--- src/rtl/muu_ht_pkg.sv ---
// Shared constants for the hash-table write stage: opcodes, result codes,
// metadata field offsets and entry sizing.
package muu_ht_pkg;

  localparam logic [3:0] OP_NOP0 = 4'd0;
  localparam logic [3:0] OP_GET  = 4'd1;
  localparam logic [3:0] OP_SET  = 4'd2;
  localparam logic [3:0] OP_DEL  = 4'd3;
  localparam logic [3:0] OP_NOP7 = 4'd7;

  localparam logic [3:0] ST_BYPASS  = 4'd0;
  localparam logic [3:0] ST_HIT     = 4'd1;
  localparam logic [3:0] ST_MISS    = 4'd2;
  localparam logic [3:0] ST_STORED  = 4'd3;
  localparam logic [3:0] ST_FULL    = 4'd4;
  localparam logic [3:0] ST_DELETED = 4'd5;

  localparam int OPCODE_LSB = 88;
  localparam int STATUS_LSB = 92;

  function automatic int entry_width(input int key_width, input int value_width);
    return key_width + value_width;
  endfunction

  // Unknown opcodes carry no bucket responses, so they ride the bypass path.
  function automatic logic is_bypass(input logic [3:0] op);
    if (op == OP_NOP0 || op == OP_NOP7) return 1'b1;
    return !(op == OP_GET || op == OP_SET || op == OP_DEL);
  endfunction

endpackage

--- src/rtl/muu_ht_entry_cmp.sv ---
// Compares one stored bucket key against the lookup key.
module muu_ht_entry_cmp
  import muu_ht_pkg::*;
#(
  parameter int KEY_WIDTH = 128
) (
  input  logic [KEY_WIDTH-1:0] entry_key,
  input  logic [KEY_WIDTH-1:0] key,
  output logic                 hit,
  output logic                 empty
);

  // An all-zero lookup key never hits, even against an empty slot.
  assign empty = (entry_key == '0);
  assign hit   = (entry_key == key) && (key != '0);

endmodule

--- src/rtl/muu_ht_write.sv ---
// Write half of the hash-table pipeline: collects both bucket reads, resolves
// GET/SET/DELETE, issues at most one write and returns the annotated record.
module muu_ht_write
  import muu_ht_pkg::*;
#(
  parameter int KEY_WIDTH      = 128,
  parameter int META_WIDTH     = 96,
  parameter int HASHADDR_WIDTH = 64,
  parameter int MEMADDR_WIDTH  = 21,
  parameter int USER_BITS      = 3,
  parameter int VALUE_WIDTH    = 64
) (
  input  logic                                                  clk,
  input  logic                                                  rst,
  input  logic [KEY_WIDTH+META_WIDTH+HASHADDR_WIDTH+USER_BITS-1:0] input_data,
  input  logic                                                  input_valid,
  output logic                                                  input_ready,
  input  logic [KEY_WIDTH+VALUE_WIDTH-1:0]                      rddata_data,
  input  logic                                                  rddata_valid,
  output logic                                                  rddata_ready,
  output logic [31:0]                                           wrcmd_data,
  output logic                                                  wrcmd_valid,
  input  logic                                                  wrcmd_ready,
  output logic [KEY_WIDTH+VALUE_WIDTH-1:0]                      wrdata_data,
  output logic                                                  wrdata_valid,
  input  logic                                                  wrdata_ready,
  output logic [KEY_WIDTH+META_WIDTH+USER_BITS-1:0]             output_data,
  output logic                                                  output_valid,
  input  logic                                                  output_ready
);

  localparam int EW = entry_width(KEY_WIDTH, VALUE_WIDTH);
  localparam int AW = MEMADDR_WIDTH - USER_BITS;

  typedef enum logic [2:0] {
    ST_IDLE, ST_RD1, ST_RD2, ST_DECIDE, ST_WRITE, ST_OUTPUT
  } state_t;

  state_t                     state;
  logic [KEY_WIDTH-1:0]       key_q;
  logic [META_WIDTH-1:0]      meta_q;
  logic [USER_BITS-1:0]       user_q;
  logic [MEMADDR_WIDTH-1:0]   addr1_q, addr2_q, wr_addr_q;
  logic [EW-1:0]              ent1_q, ent2_q;

  logic [KEY_WIDTH-1:0]       in_key;
  logic [META_WIDTH-1:0]      in_meta;
  logic [USER_BITS-1:0]       in_user;
  logic [HASHADDR_WIDTH-1:0]  in_hash;
  logic                       unused_hash;

  assign in_key  = input_data[0 +: KEY_WIDTH];
  assign in_meta = input_data[KEY_WIDTH +: META_WIDTH];
  assign in_user = input_data[KEY_WIDTH+META_WIDTH +: USER_BITS];
  assign in_hash = input_data[KEY_WIDTH+META_WIDTH+USER_BITS +: HASHADDR_WIDTH];
  assign unused_hash = ^{in_hash[31:AW], in_hash[63:32+AW]};

  logic hit1, hit2, empty1, empty2;

  muu_ht_entry_cmp #(.KEY_WIDTH(KEY_WIDTH)) u_cmp1 (
    .entry_key (ent1_q[0 +: KEY_WIDTH]),
    .key       (key_q),
    .hit       (hit1),
    .empty     (empty1)
  );

  muu_ht_entry_cmp #(.KEY_WIDTH(KEY_WIDTH)) u_cmp2 (
    .entry_key (ent2_q[0 +: KEY_WIDTH]),
    .key       (key_q),
    .hit       (hit2),
    .empty     (empty2)
  );

  logic [3:0]               opcode;
  logic [3:0]               dec_status;
  logic [VALUE_WIDTH-1:0]   dec_value;
  logic                     dec_write;
  logic [MEMADDR_WIDTH-1:0] dec_addr;
  logic [EW-1:0]            dec_entry;

  assign opcode = meta_q[OPCODE_LSB +: 4];

  always_comb begin
    dec_status = ST_MISS;
    dec_value  = meta_q[0 +: VALUE_WIDTH];
    dec_write  = 1'b0;
    dec_addr   = addr1_q;
    dec_entry  = '0;
    case (opcode)
      OP_GET: begin
        if (hit1) begin
          dec_status = ST_HIT;
          dec_value  = ent1_q[KEY_WIDTH +: VALUE_WIDTH];
        end else if (hit2) begin
          dec_status = ST_HIT;
          dec_value  = ent2_q[KEY_WIDTH +: VALUE_WIDTH];
        end
      end
      OP_SET: begin
        dec_status = ST_STORED;
        dec_entry  = {meta_q[0 +: VALUE_WIDTH], key_q};
        dec_write  = 1'b1;
        // Overwrite an existing copy before claiming a free slot.
        if (hit1)        dec_addr = addr1_q;
        else if (hit2)   dec_addr = addr2_q;
        else if (empty1) dec_addr = addr1_q;
        else if (empty2) dec_addr = addr2_q;
        else begin
          dec_status = ST_FULL;
          dec_write  = 1'b0;
        end
      end
      OP_DEL: begin
        if (hit1 || hit2) begin
          dec_status = ST_DELETED;
          dec_write  = 1'b1;
          dec_addr   = hit1 ? addr1_q : addr2_q;
        end
      end
      default: dec_status = ST_BYPASS;
    endcase
  end

  assign wrcmd_data = {{(32-MEMADDR_WIDTH){1'b0}}, wr_addr_q};

  always_ff @(posedge clk) begin
    if (rst) begin
      state        <= ST_IDLE;
      input_ready  <= 1'b0;
      rddata_ready <= 1'b0;
      wrcmd_valid  <= 1'b0;
      wrdata_valid <= 1'b0;
      output_valid <= 1'b0;
    end else begin
      input_ready <= 1'b0;
      if (output_valid && output_ready) output_valid <= 1'b0;
      case (state)
        // input_ready high means the current record is being popped this cycle.
        ST_IDLE: begin
          if (input_valid && !input_ready && !(output_valid && !output_ready)) begin
            key_q   <= in_key;
            meta_q  <= in_meta;
            user_q  <= in_user;
            addr1_q <= {in_user, in_hash[0 +: AW]};
            addr2_q <= {in_user, in_hash[32 +: AW]};
            if (is_bypass(in_meta[OPCODE_LSB +: 4])) begin
              meta_q[STATUS_LSB +: 4] <= ST_BYPASS;
              state <= ST_OUTPUT;
            end else begin
              rddata_ready <= 1'b1;
              state        <= ST_RD1;
            end
          end
        end
        ST_RD1: begin
          if (rddata_valid) begin
            ent1_q <= rddata_data;
            state  <= ST_RD2;
          end
        end
        ST_RD2: begin
          if (rddata_valid) begin
            ent2_q       <= rddata_data;
            rddata_ready <= 1'b0;
            state        <= ST_DECIDE;
          end
        end
        ST_DECIDE: begin
          meta_q[STATUS_LSB +: 4]    <= dec_status;
          meta_q[0 +: VALUE_WIDTH]   <= dec_value;
          wr_addr_q                  <= dec_addr;
          wrdata_data                <= dec_entry;
          if (dec_write) begin
            wrcmd_valid  <= 1'b1;
            wrdata_valid <= 1'b1;
            state        <= ST_WRITE;
          end else begin
            state <= ST_OUTPUT;
          end
        end
        ST_WRITE: begin
          if (wrcmd_valid && wrcmd_ready)   wrcmd_valid  <= 1'b0;
          if (wrdata_valid && wrdata_ready) wrdata_valid <= 1'b0;
          if ((!wrcmd_valid || wrcmd_ready) && (!wrdata_valid || wrdata_ready))
            state <= ST_OUTPUT;
        end
        ST_OUTPUT: begin
          if (output_ready && !output_valid) begin
            output_data  <= {user_q, meta_q, key_q};
            output_valid <= 1'b1;
            input_ready  <= 1'b1;
            state        <= ST_IDLE;
          end
        end
        default: state <= ST_IDLE;
      endcase
    end
  end

endmodule

--- config.mk ---
export PLATFORM = sky130hd
export DESIGN_NAME = muu_ht_write
export DESIGN_NICKNAME = d
export VERILOG_FILES = /design/src/rtl/muu_ht_pkg.sv /design/src/rtl/muu_ht_entry_cmp.sv /design/src/rtl/muu_ht_write.sv
export SDC_FILE = /design/constraint.sdc
export NUM_CORES = 1
export LEC_CHECK = 0
export CAP_MARGIN = 20
export CORE_ASPECT_RATIO = 0.5
export CORE_UTILIZATION = 25
export CTS_BUF_LIST = sky130_fd_sc_hd__clkbuf_2 sky130_fd_sc_hd__clkbuf_4 sky130_fd_sc_hd__clkbuf_8
export DETAILED_ROUTE_END_ITERATION = 8
export GPL_ROUTABILITY_DRIVEN = 0
export PLACE_DENSITY_LB_ADDON = 0.08
export SLEW_MARGIN = 20
export SYNTH_ARGS = -nofsm -noshare
export SYNTH_HDL_FRONTEND = slang
export SYNTH_SLANG_ARGS = --single-unit
--- constraint.sdc ---
create_clock -name clk -period 30.7 [get_ports clk]
set_clock_uncertainty 0.1 [all_clocks]
set_input_delay 3.07 -clock clk [delete_from_list [all_inputs] [get_ports clk]]
set_output_delay 3.07 -clock clk [all_outputs]
set_load 0.05 [all_outputs]
==> impl_metrics.toml <==
[floorplanning]
rows = 104
ios = 946
dieWidth_um = 572
initial_utilization_pct = 25.2
dieHeight_um = 287
dieArea_um2 = 164000
core_um2 = 161000

[clock_tree]
cts_resized = 0
holdBufCountCts = 0
cts-root-buf = "clkbuf_8"
clock-sinks = 1095
cts.clk_slew.worst_paths_ns = 0.06
post_cts_buffers = 0
cts_buffer_depth = 4
cts_buffers = 179
cts_max_level = 4
cts_tree = "built"
clock_latency_ns = 0.88

[route]
dr.pass1.iters = 8
drt-total-wl_um = 160000
drc = 0
wl_per_cell_um = 28.4
num_vias = 25024
avgViaCountPerCell = 4.43
drt_iter0_drc = 2418
ant_nets = 0

[synthesis]
ys.flop_type = "edfxtp_1"
ys_seq_elements = 1095
synth_cell_type_count = 47
yosysMostFrequentCell = "edfxtp_1"
ys_top_cells_by_count = "1087 x edfxtp_1, 214 x nor4_1, 208 x xor2_1, 188 x and2_1, 83 x nand2_1"
syn-cell-area_um2 = 40600
async_reset_ff_share_pct = 0
syn_inst = 2269
synth_area_per_cell_um2 = 17.9
yosysTopAreaCell = "edfxtp_1"
synth_top_area_share_pct = 80.4
synth_warnings = 0
synth_edf_count = 1087
yosys-top-cells-area = "edfxtp_1 80%, xor2_1 4.5%, nor4_1 3.3%, and2_1 2.9%, mux2i_1 1.6%"
yosysSeqAreaShare_pct = 80.8

[power_and_ir_drop]
internal-power_mw = 2.58
power_switching_mw = 1.00
clock_power_share_pct = 35.9
p_total_mw = 3.58
vdd_ir_drop_max_v = 0.0000256
power_density_nw_per_um2 = 64.1
leakage_nw = 18.0
pwr-share-seq_pct = 52.3
p_sw_share_pct = 27.9
p_comb_share_pct = 11.8

[cells_and_area]
final_cell_count_no_fill = 5654
nets = 3829
multi_input_area_um2 = 7560
seqCellArea_um2 = 32800
area_growth_pct = 37.7
filler_cell_count = 15655
drive_above_1_share_pct = 9.90

[timing]
drv_slew = 0
min_period_ns = 6.75
clock.fmax_mhz = 148
hold_ws_ns = 0.319
worst-slew-pin-transition_ns = 1.13
final-setup-viol-count = 0
relSlewSlack_pct = 23.9
setup_tns_ns = 0
finalCritPeriodShare_pct = 22.0
finalHoldViolations = 0
rsz0062_at_grt = "false"

[worst_setup_path]
path_cells = "clkdlybuf4s50_1 -> inv_1 -> ha_1 -> or3b_2 -> nand3b_1 -> nor2_4 -> buf_4 -> buf_4 -> buf_4"
crit_buf_inv = 5
worstPathMaxFanout = 52
cp.arrival_ns = 7.11
crit_slowest_cell = "buf_4"
slowest_delay_ns = 0.76
end_kind = "flip-flop"
start_kind = "input port"
crit_required_ns = 31.07
crit_family = "buffers and inverters"
crit_top_cell = "buf_4"
crit_type = "in -> reg"

[grt]
grt_antenna_before_repair = 25
grt_max_degree = 188
grt_first_pass_wirelength_um = 213000
grt_overflow = 0
track_usage_pct = 18.9
grt_pass1_vias = 25906

[placed_design]
dp.cells = 5329
port_buffers = 906
dp_hpwl_um = 120000

[min_path]
hold_path.class = "reg -> reg"

[job]
max_cap_violations = 0

[outcome]
status = "finished, final reports clean"
## placed cells by master, fill, tap and decap left out, drive strengths merged, types with 15 or more instances in the layout
cell           synthesis  layout
edfxtp              1087    1087
clkdlybuf4s50          0     906
clkbuf                41     241
nor4                 214     214
xor2                 208     208
and2                 189     189
nand2                 83      83
o21ai                 70      70
mux2i                 65      65
clkinv                 0      61
nand4                 56      56
nor2b                 52      52
nor2                  42      42
buf                   18      30
xnor2                 22      22
inv                   16      20
mux2                  18      18
nand3                 15      15
## cells by family after synthesis
family | count (synthesis) | synth area share (%)
adders and majority gates | 2 | 0.0616
xor gates and xnor gates | 230 | 4.96
other | 1 | 0.00923
and+or+nand+nor | 679 | 9.73
buffers and inverters | 75 | 0.869
DFF | 1095 | 80.8
muxes | 83 | 2.10
AOI/OAI and AO/OA | 104 | 1.49
## layout make-up
cell class                      instances  area share [%]
Tap cell                             2173            4.86
Antenna cell                            8          0.0358
Clock buffer                          241            5.25
Sequential cell                      1095            58.7
Timing Repair Buffer                  936            16.7
Clock inverter                         76           0.902
Multi-Input combinational cell       1109            13.5
Inverter                               16           0.107
## through the flow
stage                     util (%)  cell area [um2]  setup WS (ns)
after floorplan                  -            40600           8.20
after global routing          34.7            55900          23.79
after global placement        32.6            52500          23.07
final                         34.7            55900          23.95
after detailed placement      32.6            52500          23.05
after CTS                     34.7            55900          24.01
## sequential cells by signal (all words and copies together) (netlist names), 3 cells and up
| signal | cells |
|---|---|
| output_data | 227 |
| addr1_q | 18 |
| ent1_q | 192 |
| wr_addr_q | 21 |
| user_q | 3 |
| ent2_q | 192 |
| meta_q | 96 |
| wrdata_data | 192 |
| state | 3 |
| addr2_q | 18 |
| key_q | 128 |
## power groups by stage
stage	clock network (mW)	logic [mW]	registers [mW]
after floorplan	0	0.138	1.96
after global placement	0	0.422	1.91
after detailed placement	0	0.422	1.91
after CTS	1.34	0.423	1.88
after global routing	1.40	0.440	1.88
final	1.29	0.423	1.87
## path summary, 6_finish.rpt
path                              startpoint               end  slack, ns  cells past startpoint
worst min-delay path              meta_q[82]  output_data[210]       0.32                      0
worst max-delay path            output_ready       addr1_q[13]      23.95                      9
worst min register to register    meta_q[82]  output_data[210]       0.32                      0
worst max register to register     key_q[74]        meta_q[61]      25.52                      9
## per-layer routing
layer	track usage, %	vias up	share of wire [%]
li1	-	10972	-
met4	5.10	14	2.6
met2	33.9	985	52
met1	22.5	12757	39
met3	4.78	296	6.8
met5	0	-	0.046
(Power assumes the default switching activity.)
